File: config.mk
export PLATFORM = sky130hd
export DESIGN_NAME = uart_bus_responder
export DESIGN_NICKNAME = d
export VERILOG_FILES = /design/src/rtl/uart_bus_pkg.sv /design/src/rtl/uart_bus_responder_fifo.sv /design/src/rtl/uart_bus_responder.sv
export SDC_FILE = /design/constraint.sdc
export NUM_CORES = 1
export LEC_CHECK = 0
export ABC_AREA = 1
export ABC_CLOCK_PERIOD_IN_PS = 2400
export BUFFER_PORTS_ARGS = -buffer_cell sky130_fd_sc_hd__buf_2
export CAP_MARGIN = 20
export CORE_ASPECT_RATIO = 0.7
export CORE_MARGIN = 5
export CORE_UTILIZATION = 45
export DETAILED_ROUTE_END_ITERATION = 8
export PLACE_DENSITY_LB_ADDON = 0.25
export SETUP_SLACK_MARGIN = 0.2
export SLEW_MARGIN = 20
export SYNTH_ARGS = -nofsm -noshare
export SYNTH_HDL_FRONTEND = slang
export SYNTH_SLANG_ARGS = --single-unit
File: constraint.sdc
create_clock -name clk -period 2.4 [get_ports clk]
set_clock_uncertainty 0.1 [all_clocks]
set_input_delay 0.48 -clock clk [delete_from_list [all_inputs] [get_ports clk]]
set_output_delay 0.48 -clock clk [all_outputs]
set_load 0.02 [all_outputs]
File: src/rtl/uart_bus_pkg.sv
// Shared constants and types for the memory-mapped UART responder.
// Register offsets, STATUS/CTRL bit positions and the TX FSM states.
package uart_bus_pkg;

  localparam logic [7:0] UART_DATA   = 8'h00;
  localparam logic [7:0] UART_STATUS = 8'h01;
  localparam logic [7:0] UART_CTRL   = 8'h02;

  localparam int ST_RX_NOT_EMPTY = 0;
  localparam int ST_TX_NOT_FULL  = 1;
  localparam int ST_RX_OVERFLOW  = 2;
  localparam int ST_TX_BUSY      = 3;
  localparam int ST_TX_DROPPED   = 4;

  localparam int CTRL_CLR_RX_OVF  = 0;
  localparam int CTRL_CLR_TX_DROP = 1;

  typedef enum logic [1:0] {
    TX_IDLE,
    TX_STROBE,
    TX_GUARD
  } tx_state_t;

endpackage

File: src/rtl/uart_bus_responder_fifo.sv
// Byte FIFO with power-of-2 depth, used for both TX and RX queues.
// Pop of an empty FIFO is ignored; push when full succeeds only alongside a pop.
module uart_byte_fifo #(
  parameter int DEPTH = 8
) (
  input  logic                     clk,
  input  logic                     nrst,
  input  logic                     push,
  input  logic [7:0]               pushData,
  input  logic                     pop,
  output logic [7:0]               popData,
  output logic                     empty,
  output logic                     full,
  output logic [$clog2(DEPTH):0]   count
);

  localparam int AW = $clog2(DEPTH);

  logic [7:0]    mem [DEPTH];
  logic [AW-1:0] wr_ptr;
  logic [AW-1:0] rd_ptr;
  logic          do_push;
  logic          do_pop;

  assign empty   = (count == '0);
  assign full    = (count == (AW+1)'(DEPTH));
  assign do_pop  = pop & ~empty;
  assign do_push = push & (~full | do_pop);
  assign popData = mem[rd_ptr];

  // Storage array; contents are don't-care until written.
  always_ff @(posedge clk) begin
    if (do_push) mem[wr_ptr] <= pushData;
  end

  // Pointers wrap naturally at DEPTH; count tracks occupancy.
  always_ff @(posedge clk or negedge nrst) begin
    if (!nrst) begin
      wr_ptr <= '0;
      rd_ptr <= '0;
      count  <= '0;
    end else begin
      if (do_push) wr_ptr <= wr_ptr + AW'(1);
      if (do_pop)  rd_ptr <= rd_ptr + AW'(1);
      case ({do_push, do_pop})
        2'b10:   count <= count + (AW+1)'(1);
        2'b01:   count <= count - (AW+1)'(1);
        default: count <= count;
      endcase
    end
  end

endmodule

File: src/rtl/uart_bus_responder.sv
// CPU-bus UART responder: DATA/STATUS/CTRL window over TX and RX FIFOs.
// Holds address decode, TX strobe FSM, rxready edge detect and sticky flags.
module uart_bus_responder
  import uart_bus_pkg::*;
#(
  parameter logic [15:0] BASE_ADDR    = 16'h7F00,
  parameter int          FIFO_DEPTH   = 8,
  parameter int          GUARD_CYCLES = 2
) (
  input  logic       clk,
  input  logic       nrst,
  input  logic [7:0] addressBusHigh,
  input  logic [7:0] addressBusLow,
  input  logic       readNotWrite,
  input  logic [7:0] dataBusOutput,
  output logic [7:0] readData,
  output logic       select,
  output logic [7:0] txdata,
  output logic       txclk,
  input  logic       txready,
  input  logic [7:0] rxdata,
  input  logic       rxready,
  output logic       rxclk
);

  localparam int CW = $clog2(FIFO_DEPTH) + 1;
  localparam int GW = $clog2(GUARD_CYCLES + 1);

  logic [15:0] addr;
  logic [15:0] off16;
  logic [7:0]  off;
  logic        hit;
  logic        rd_data;
  logic        wr_data;
  logic        wr_ctrl;

  logic          tx_push;
  logic          tx_pop;
  logic [7:0]    tx_head;
  logic          tx_empty;
  logic          tx_full;
  logic [CW-1:0] tx_count;

  logic          rx_push;
  logic [7:0]    rx_head;
  logic          rx_empty;
  logic          rx_full;
  logic [CW-1:0] rx_count;

  tx_state_t     state;
  logic [GW-1:0] guard_cnt;
  logic          tx_busy;

  logic rxready_d;
  logic new_byte;
  logic rx_drop;
  logic rx_overflow;
  logic tx_dropped;
  logic [7:0] status;

  assign addr    = {addressBusHigh, addressBusLow};
  assign off16   = addr - BASE_ADDR;
  assign hit     = (addr >= BASE_ADDR) && (off16 < 16'd3);
  assign off     = off16[7:0];
  assign select  = hit & readNotWrite;
  assign rd_data = select & (off == UART_DATA);
  assign wr_data = hit & ~readNotWrite & (off == UART_DATA);
  assign wr_ctrl = hit & ~readNotWrite & (off == UART_CTRL);

  assign tx_push  = wr_data & ~tx_full;
  assign tx_pop   = (state == TX_STROBE);
  assign tx_busy  = (state != TX_IDLE);

  assign new_byte = rxready & ~rxready_d;
  assign rx_push  = new_byte;
  assign rx_drop  = new_byte & rx_full & ~rd_data;

  // STATUS image assembled from live FIFO occupancy and sticky flags.
  always_comb begin
    status                  = 8'h00;
    status[ST_RX_NOT_EMPTY] = (rx_count != '0);
    status[ST_TX_NOT_FULL]  = (tx_count != CW'(FIFO_DEPTH));
    status[ST_RX_OVERFLOW]  = rx_overflow;
    status[ST_TX_BUSY]      = tx_busy;
    status[ST_TX_DROPPED]   = tx_dropped;
  end

  // Read mux; zero when off-window or on a write-only offset.
  always_comb begin
    readData = 8'h00;
    if (select) begin
      case (off)
        UART_DATA:   readData = rx_empty ? 8'h00 : rx_head;
        UART_STATUS: readData = status;
        default:     readData = 8'h00;
      endcase
    end
  end

  uart_byte_fifo #(.DEPTH(FIFO_DEPTH)) u_tx_fifo (
    .clk      (clk),
    .nrst     (nrst),
    .push     (tx_push),
    .pushData (dataBusOutput),
    .pop      (tx_pop),
    .popData  (tx_head),
    .empty    (tx_empty),
    .full     (tx_full),
    .count    (tx_count)
  );

  uart_byte_fifo #(.DEPTH(FIFO_DEPTH)) u_rx_fifo (
    .clk      (clk),
    .nrst     (nrst),
    .push     (rx_push),
    .pushData (rxdata),
    .pop      (rd_data),
    .popData  (rx_head),
    .empty    (rx_empty),
    .full     (rx_full),
    .count    (rx_count)
  );

  // TX FSM: strobe one byte out, then hold off for the guard window.
  always_ff @(posedge clk or negedge nrst) begin
    if (!nrst) begin
      state     <= TX_IDLE;
      guard_cnt <= '0;
      txclk     <= 1'b0;
      txdata    <= 8'h00;
    end else begin
      unique case (state)
        TX_IDLE: begin
          if (!tx_empty && txready) begin
            state  <= TX_STROBE;
            txclk  <= 1'b1;
            txdata <= tx_head;
          end
        end
        TX_STROBE: begin
          state     <= TX_GUARD;
          txclk     <= 1'b0;
          guard_cnt <= '0;
        end
        TX_GUARD: begin
          if (guard_cnt == GW'(GUARD_CYCLES - 1)) begin
            state     <= TX_IDLE;
            guard_cnt <= '0;
          end else begin
            guard_cnt <= guard_cnt + GW'(1);
          end
        end
        default: begin
          state <= TX_IDLE;
          txclk <= 1'b0;
        end
      endcase
    end
  end

  // RX edge detect, acknowledge strobe and sticky error flags.
  always_ff @(posedge clk or negedge nrst) begin
    if (!nrst) begin
      rxready_d   <= 1'b0;
      rxclk       <= 1'b0;
      rx_overflow <= 1'b0;
      tx_dropped  <= 1'b0;
    end else begin
      rxready_d <= rxready;
      rxclk     <= new_byte;
      if (wr_ctrl && dataBusOutput[CTRL_CLR_RX_OVF])  rx_overflow <= 1'b0;
      if (wr_ctrl && dataBusOutput[CTRL_CLR_TX_DROP]) tx_dropped  <= 1'b0;
      if (rx_drop)             rx_overflow <= 1'b1;
      if (wr_data && tx_full)  tx_dropped  <= 1'b1;
    end
  end

endmodule

Word-level counts from Yosys, hierarchy flattened
Memories as Yosys holds them, arrays and structs flattened. A register that Yosys moved wholly into a read port is not among the register bits. Cells that the tools add are included.

$add $sub $neg: 10. $lt $le $gt $ge: 2. Eq/ne operators: 14. Multiplexer cells: 20. Bitwise gates (word level): 23. Reduce and logical (&&, ||, !) cells: 21.

Operators by type and width (number): $ge 16x15->1 const B (1); $lt 16x2->1 const B (1); $mux 8 (2); $pmux 4 s2 (2); $pmux 8 s2 (1); $sub 16x15->16 const B (1); $and 1x1->1 (13); $add 3x1->3 const B (4); $reduce_bool 2->1 (6); $mux 1 (9); $add 4x1->4 const B (2); $eq 2x1->1 const B (4); $eq 4x4->1 const B (2); $eq 8x1->1 const B (1); $eq 8x2->1 const B (1); $logic_not 4->1 (2); $logic_not 8->1 (1); $not 1->1 (8); $sub 4x1->4 const B (2); $eq 2x2->1 const B (3); $mux 2 (3); $pmux 2 s3 (1); $reduce_and 2->1 (3); $logic_and 1x1->1 (5); other kinds (9) (12).

Bits in registers: 29. Memory bits (writable): 128. Input port bits: 37. Output and inout bits: 19. Logic and storage cells: 105. Memories: 2.

Memory list: u_rx_fifo.mem (depth 8, bits a word 8, rd ports 1, clocked after memory_dff 0, wr ports 1, line uart_bus_responder_fifo.sv:19) `logic [7:0] mem [DEPTH];`; u_tx_fifo.mem (depth 8, bits a word 8, rd ports 1, clocked after memory_dff 1, wr ports 1, line uart_bus_responder_fifo.sv:19).

Logic depth before layout (Yosys ltp)
Word-level depth: 10. Depth in mapped cells: 15. Gate-level depth less buffers: 15.

Hierarchy
From an unflattened synthesis, not the netlist that was laid out.

Cell total of the unflattened synthesis: 641. Area, all modules: 7299.5 µm².

By module, submodules not included: uart_byte_fifo (times used 2, cells an instance 255, area an instance 3118.0 µm², sequential area each 2172.1 µm²); uart_bus_responder (times used 1, cells an instance 131, area an instance 1063.5 µm², sequential area each 425.4 µm²).

Worst setup path before layout
OpenSTA, ideal clock, no wires.

Kind: input port to flip-flop. Start: input port addressBusLow[5]. End: register u_rx_fifo.count[2]. Setup time: 0.087 ns. Arrival time: 2.312 ns. Data required time: 2.213 ns. Path slack: -0.100 ns. Stages on the path: 13. Path buffers: 0. Cell sequence: nor2_4 > nand2_4 > nor2_8 > nand3_2 > inv_2 > nand2_2 > clkinv_2 > ha_1 > xor2_1 > ha_1 > a21oi_1 > or2_2 > a22oi_1.

Word-level cells in the longest chain between the ends: 10. Elaborated cells between the ends (all ways): 14. Classes of those cells: add/sub (1); order compare (2); eq/ne (2); mux (1); bitwise (5); reduce/logical (3).

Ends and longest elaborated chain: start: declaration (line uart_bus_responder.sv:13) `input logic [7:0] addressBusLow,`; $sub 16x15->16 (line uart_bus_responder.sv:62) `assign off16 = addr - BASE_ADDR;`; $lt 16x2->1 (line uart_bus_responder.sv:63) `assign hit = (addr >= BASE_ADDR) && (off16 < 16'd3);`; $logic_and 1x1->1 (*) (line uart_bus_responder.sv:63); $and 1x1->1 (*) (line uart_bus_responder.sv:65) `assign select = hit & readNotWrite;`; named net select (line uart_bus_responder.sv:17) `output logic select,`; $and 1x1->1 (*) (line uart_bus_responder.sv:66) `assign rd_data = select & (off == UART_DATA);`; $and 1x1->1 (*) (line uart_bus_responder_fifo.sv:27) `assign do_pop = pop & ~empty;`; named net u_rx_fifo.do_pop (line uart_bus_responder_fifo.sv:23) `logic do_pop;`; $or 1x1->1 (line uart_bus_responder_fifo.sv:28) `assign do_push = push & (~full | do_pop);`; $and 1x1->1 (line uart_bus_responder_fifo.sv:28); $eq 2x1->1 / $eq 2x2->1 (equally long branches) (line uart_bus_responder_fifo.sv:45) `case ({do_push, do_pop})`; $pmux 4 s2 / $reduce_bool 2->1 (equally long branches); end signal: assignment (line uart_bus_responder_fifo.sv:46) `2'b10: count <= count + (AW+1)'(1);`; end signal: assignment (line uart_bus_responder_fifo.sv:47) `2'b01: count <= count - (AW+1)'(1);`; end signal: assignment (line uart_bus_responder_fifo.sv:48) `default: count <= count;`; end: declaration (line uart_bus_responder_fifo.sv:14) `output logic [$clog2(DEPTH):0] count`.

The timed path passes the listed nets; every way through them passes the cells marked *. A chain may end at the register's enable or synchronous reset.

Worst setup path after layout
Start: register u_rx_fifo.rd_ptr[0]. End: output port readData[0].

Word-level cells in the longest chain between the ends: 4.

Ends and longest elaborated chain: start: declaration (line uart_bus_responder_fifo.sv:21) `logic [AW-1:0] rd_ptr;`; start signal: assignment (line uart_bus_responder_fifo.sv:44) `if (do_pop) rd_ptr <= rd_ptr + AW'(1);`; $mem_v2 8x8; $mux 8 (line uart_bus_responder.sv:93) `UART_DATA: readData = rx_empty ? 8'h00 : rx_head;`; $pmux 8 s2 (line uart_bus_responder.sv:92) `case (off)`; $mux 8 (line uart_bus_responder.sv:91) `if (select) begin`; end: declaration (line uart_bus_responder.sv:16) `output logic [7:0] readData,`.

No other way between the ends.

==> summary.txt <==
status -> finished with violations
violated checks -> setup timing
Post-DP Area -> 8142 sq um
VDD IR max -> 0.0005655 V
Reg2Reg Depth -> 14
CP max stage delay -> 0.46 ns
headroom to the max-slew limit -> 55.00%
register area share after synthesis -> 66.16%
synthesized cell area -> 7209 sq um
worst skew pair latency -> 0.43 ns
CP Capture Point -> readData[0]
Worst Setup SP -> u_rx_fifo.rd_ptr[0]
CTS tree -> yes
ANT cells -> 0
first drt pass iteration count -> 8
clk slew on worst S/H paths -> 0.06 ns
antenna violations before repair -> 0
Commonest cells post-synth -> edfxtp_1 (128), nor2_1 (106), nand2_1 (89)
CP max-delay cell -> dfrtp_2
setup slack after placement -> -0.1408 ns
Reg area -> 4776 sq um
syn nets -> 682
number of synthesized flops with an enable pin -> 128
first-pass GRT wire length -> 26620 um
Core Rows -> 38
fraction of layout cells with a size suffix above 1 -> 31.72%
Clock Path Buffers -> 2
Max Slew Vio Count -> 0
Setup crit end kind -> primary output
largest net degree at the start of global routing -> 35
wire length per cell -> 17.89 um
Final ANT Viol Nets -> 0
Die W -> 161.3 um
final worst slack -> -0.009197 ns
Yosys warnings -> 0
Tot GR Track Use -> 18.65%
total wire length -> 17230 um
Synth Flop Type -> edfxtp_1
Max Cap Viol -> 0
top cell type's share of synthesized area -> 53.31%
CTS Root Cell -> clkbuf_16
Detail Placement HPWL -> 11030 um
Port Buffers -> 55
Seq cells post-synth -> 165
cell taking the most area after synthesis -> edfxtp_1
most frequent cell after synthesis -> edfxtp_1
Die Area -> 18690 sq um
async set-or-reset flop fraction in the synthesized netlist -> 22.42%
Yosys cell types -> 37
Critical Path AT -> 1.83 ns
unrepaired setup endpoints after global routing -> true
RePlAce Congestion -> 0.8454
Overflow after GRT -> 0
R2R Path End -> u_rx_fifo.count[2]
I/O pin count -> 56
synthesized instance count -> 631
Multi-input gate area -> 2475 sq um
vias per cell -> 5.282
f_max -> 415.1 MHz
CP Class -> reg -> out
Final Hold Viols -> 0
Final Instance Area -> 9285 sq um
Area Overhead vs Synth -> 28.79%
number of DRC markers in iteration 0 -> 465
H-tree depth -> 4
R2R setup slack -> 0.08 ns
final setup vio count -> 1
TritonCTS Sinks -> 165
Initial Utilization -> 46.23%
top post-synthesis cells by area -> edfxtp_1 (53%), dfrtp_1 (13%), nor2_1 (5.5%)
crit-path max FO -> 6
TritonCTS Buffers -> 17
Worst Tran Pin Value -> 0.6750 ns
min Tclk post-route -> 2.409 ns
CP Launch Type -> flop
R2R Path Start -> u_rx_fifo.count[1]
PwrDens -> 931.5 nW/um^2
DRC Markers -> 0
via count -> 5087
period utilisation layout -> 100.4%
Hold WC Path Type -> in -> reg
Leak Pwr -> 3.605 nW
die height -> 115.9 um
critical path required time -> 1.82 ns
Net count, final -> 801
Filler Cell Count -> 1244
worst path cell trace -> clkinv_4 > buf_12 > nor2_4 > o211ai_1 > nand3_1 > a21oi_2 > buf_6
core footprint -> 15600 sq um
number of global-route vias before repair -> 4975
Mean Syn Cell Area -> 11.43 sq um
[registers in the layout, indices dropped and copies added (netlist names), 2 cells and up]
signal and flops:
guard_cnt 2, state 2, txdata 8, u_rx_fifo.count 4
u_rx_fifo.mem 64, u_rx_fifo.rd_ptr 3, u_rx_fifo.wr_ptr 3, u_tx_fifo.count 4
u_tx_fifo.mem 64, u_tx_fifo.rd_ptr 3, u_tx_fifo.wr_ptr 3
[area by class of cell]
type,count,area share (%)
tap,200,2.695
multi-input combinational,403,26.65
clock buffer,18,4.622
inverter,42,1.913
clock inverter,14,1.631
timing repair buffer,121,11.05
sequential,165,51.44
[layout by cell type (no fill, tap or decap), types with 15 or more instances in the layout]
cell       synthesis  routed
inv_1             35      31
nor2_1           106     102
o21ai_1           12      17
dfrtp_1           37      32
nand2_2            2      15
buf_2             11      47
nand3_1           24      18
clkbuf_16          0      18
o21ai_0           65      54
buf_4              0      45
o211ai_1          17      17
nand2_1           89      75
edfxtp_1         128     128
[metrics by stage]
stage	hold WS [ns]	TNS (ns)	instances	utilization [%]	total power, mW
finish	0.06864	-0.009197	963	59.54	8.649
global route	0.05227	-0.4296	963	59.54	9.152
CTS	0.05455	0	955	57.95	8.414
detailed placement	0.3230	-0.2539	908	52.21	5.682
global placement	0.3103	-0.006108	908	52.21	5.566
floorplan	0.08441	0	631	-	5.025
[worst min-delay path by stage]
stage | depth (start not counted) | endpoint | startpoint | slack [ns]
6_report | 1 | rxready_d | rxready | 0.07
5_1_grt | 1 | rxready_d | rxready | 0.05
4_1_cts | 1 | rxready_d | rxready | 0.05
3_5_place_dp | 1 | rxclk | rxready_d | 0.32
3_3_place_gp | 1 | rxclk | rxready_d | 0.31
2_1_floorplan | 0 | guard_cnt[0] | nrst | 0.08
[per-layer routing]
| layer | vias to the layer above | GRT usage (%) | routed length, um |
|---|---|---|---|
| met2 | 182 | 28.74 | 7895 |
| met1 | 2447 | 26.64 | 8049 |
| li1 | 2444 | - | - |
| met4 | 0 | 4.091 | 104 |
| met5 | - | 0 | 0 |
| met3 | 14 | 5.439 | 1182 |
[logic make-up (layout without fill, tap and decap cells)]
logic type               after synthesis  after routing  share of synthesized area, %
AND/OR/NAND/NOR                      257            257                         16.99
flip-flops                           165            165                         66.16
AO/OA/AOI/OAI                        121            121                         9.458
buffers and inverters                 63            195                         3.523
adder cells (fa/ha/maj)               14             14                         2.534
XOR/XNOR                              11             11                         1.336
[worst max-delay path, delay by kind of cell (launching register included)]
family,cells,cell delay (ns)
flip-flops,1,0.46
buffers and inverters,3,0.39
AND/OR/NAND/NOR,2,0.15
AO/OA/AOI/OAI,2,0.39
[what timing repair did]
action                                 CTS  global route
hold buffers                             1             0
pin swaps                               17            28
gates cloned                             2             1
endpoints found under the hold margin   19             0
setup endpoints to repair               11            12
gates resized for setup                 46            56
buffers inserted                        12             7
[power breakdown]
part / internal, mW / total, mW / switching [mW]
clock: 1.54 / 2.66 / 1.12
sequential: 3.39 / 3.64 / 0.257
combinational: 0.904 / 2.35 / 1.44
No activity file was read; power rests on OpenSTA's default activity.
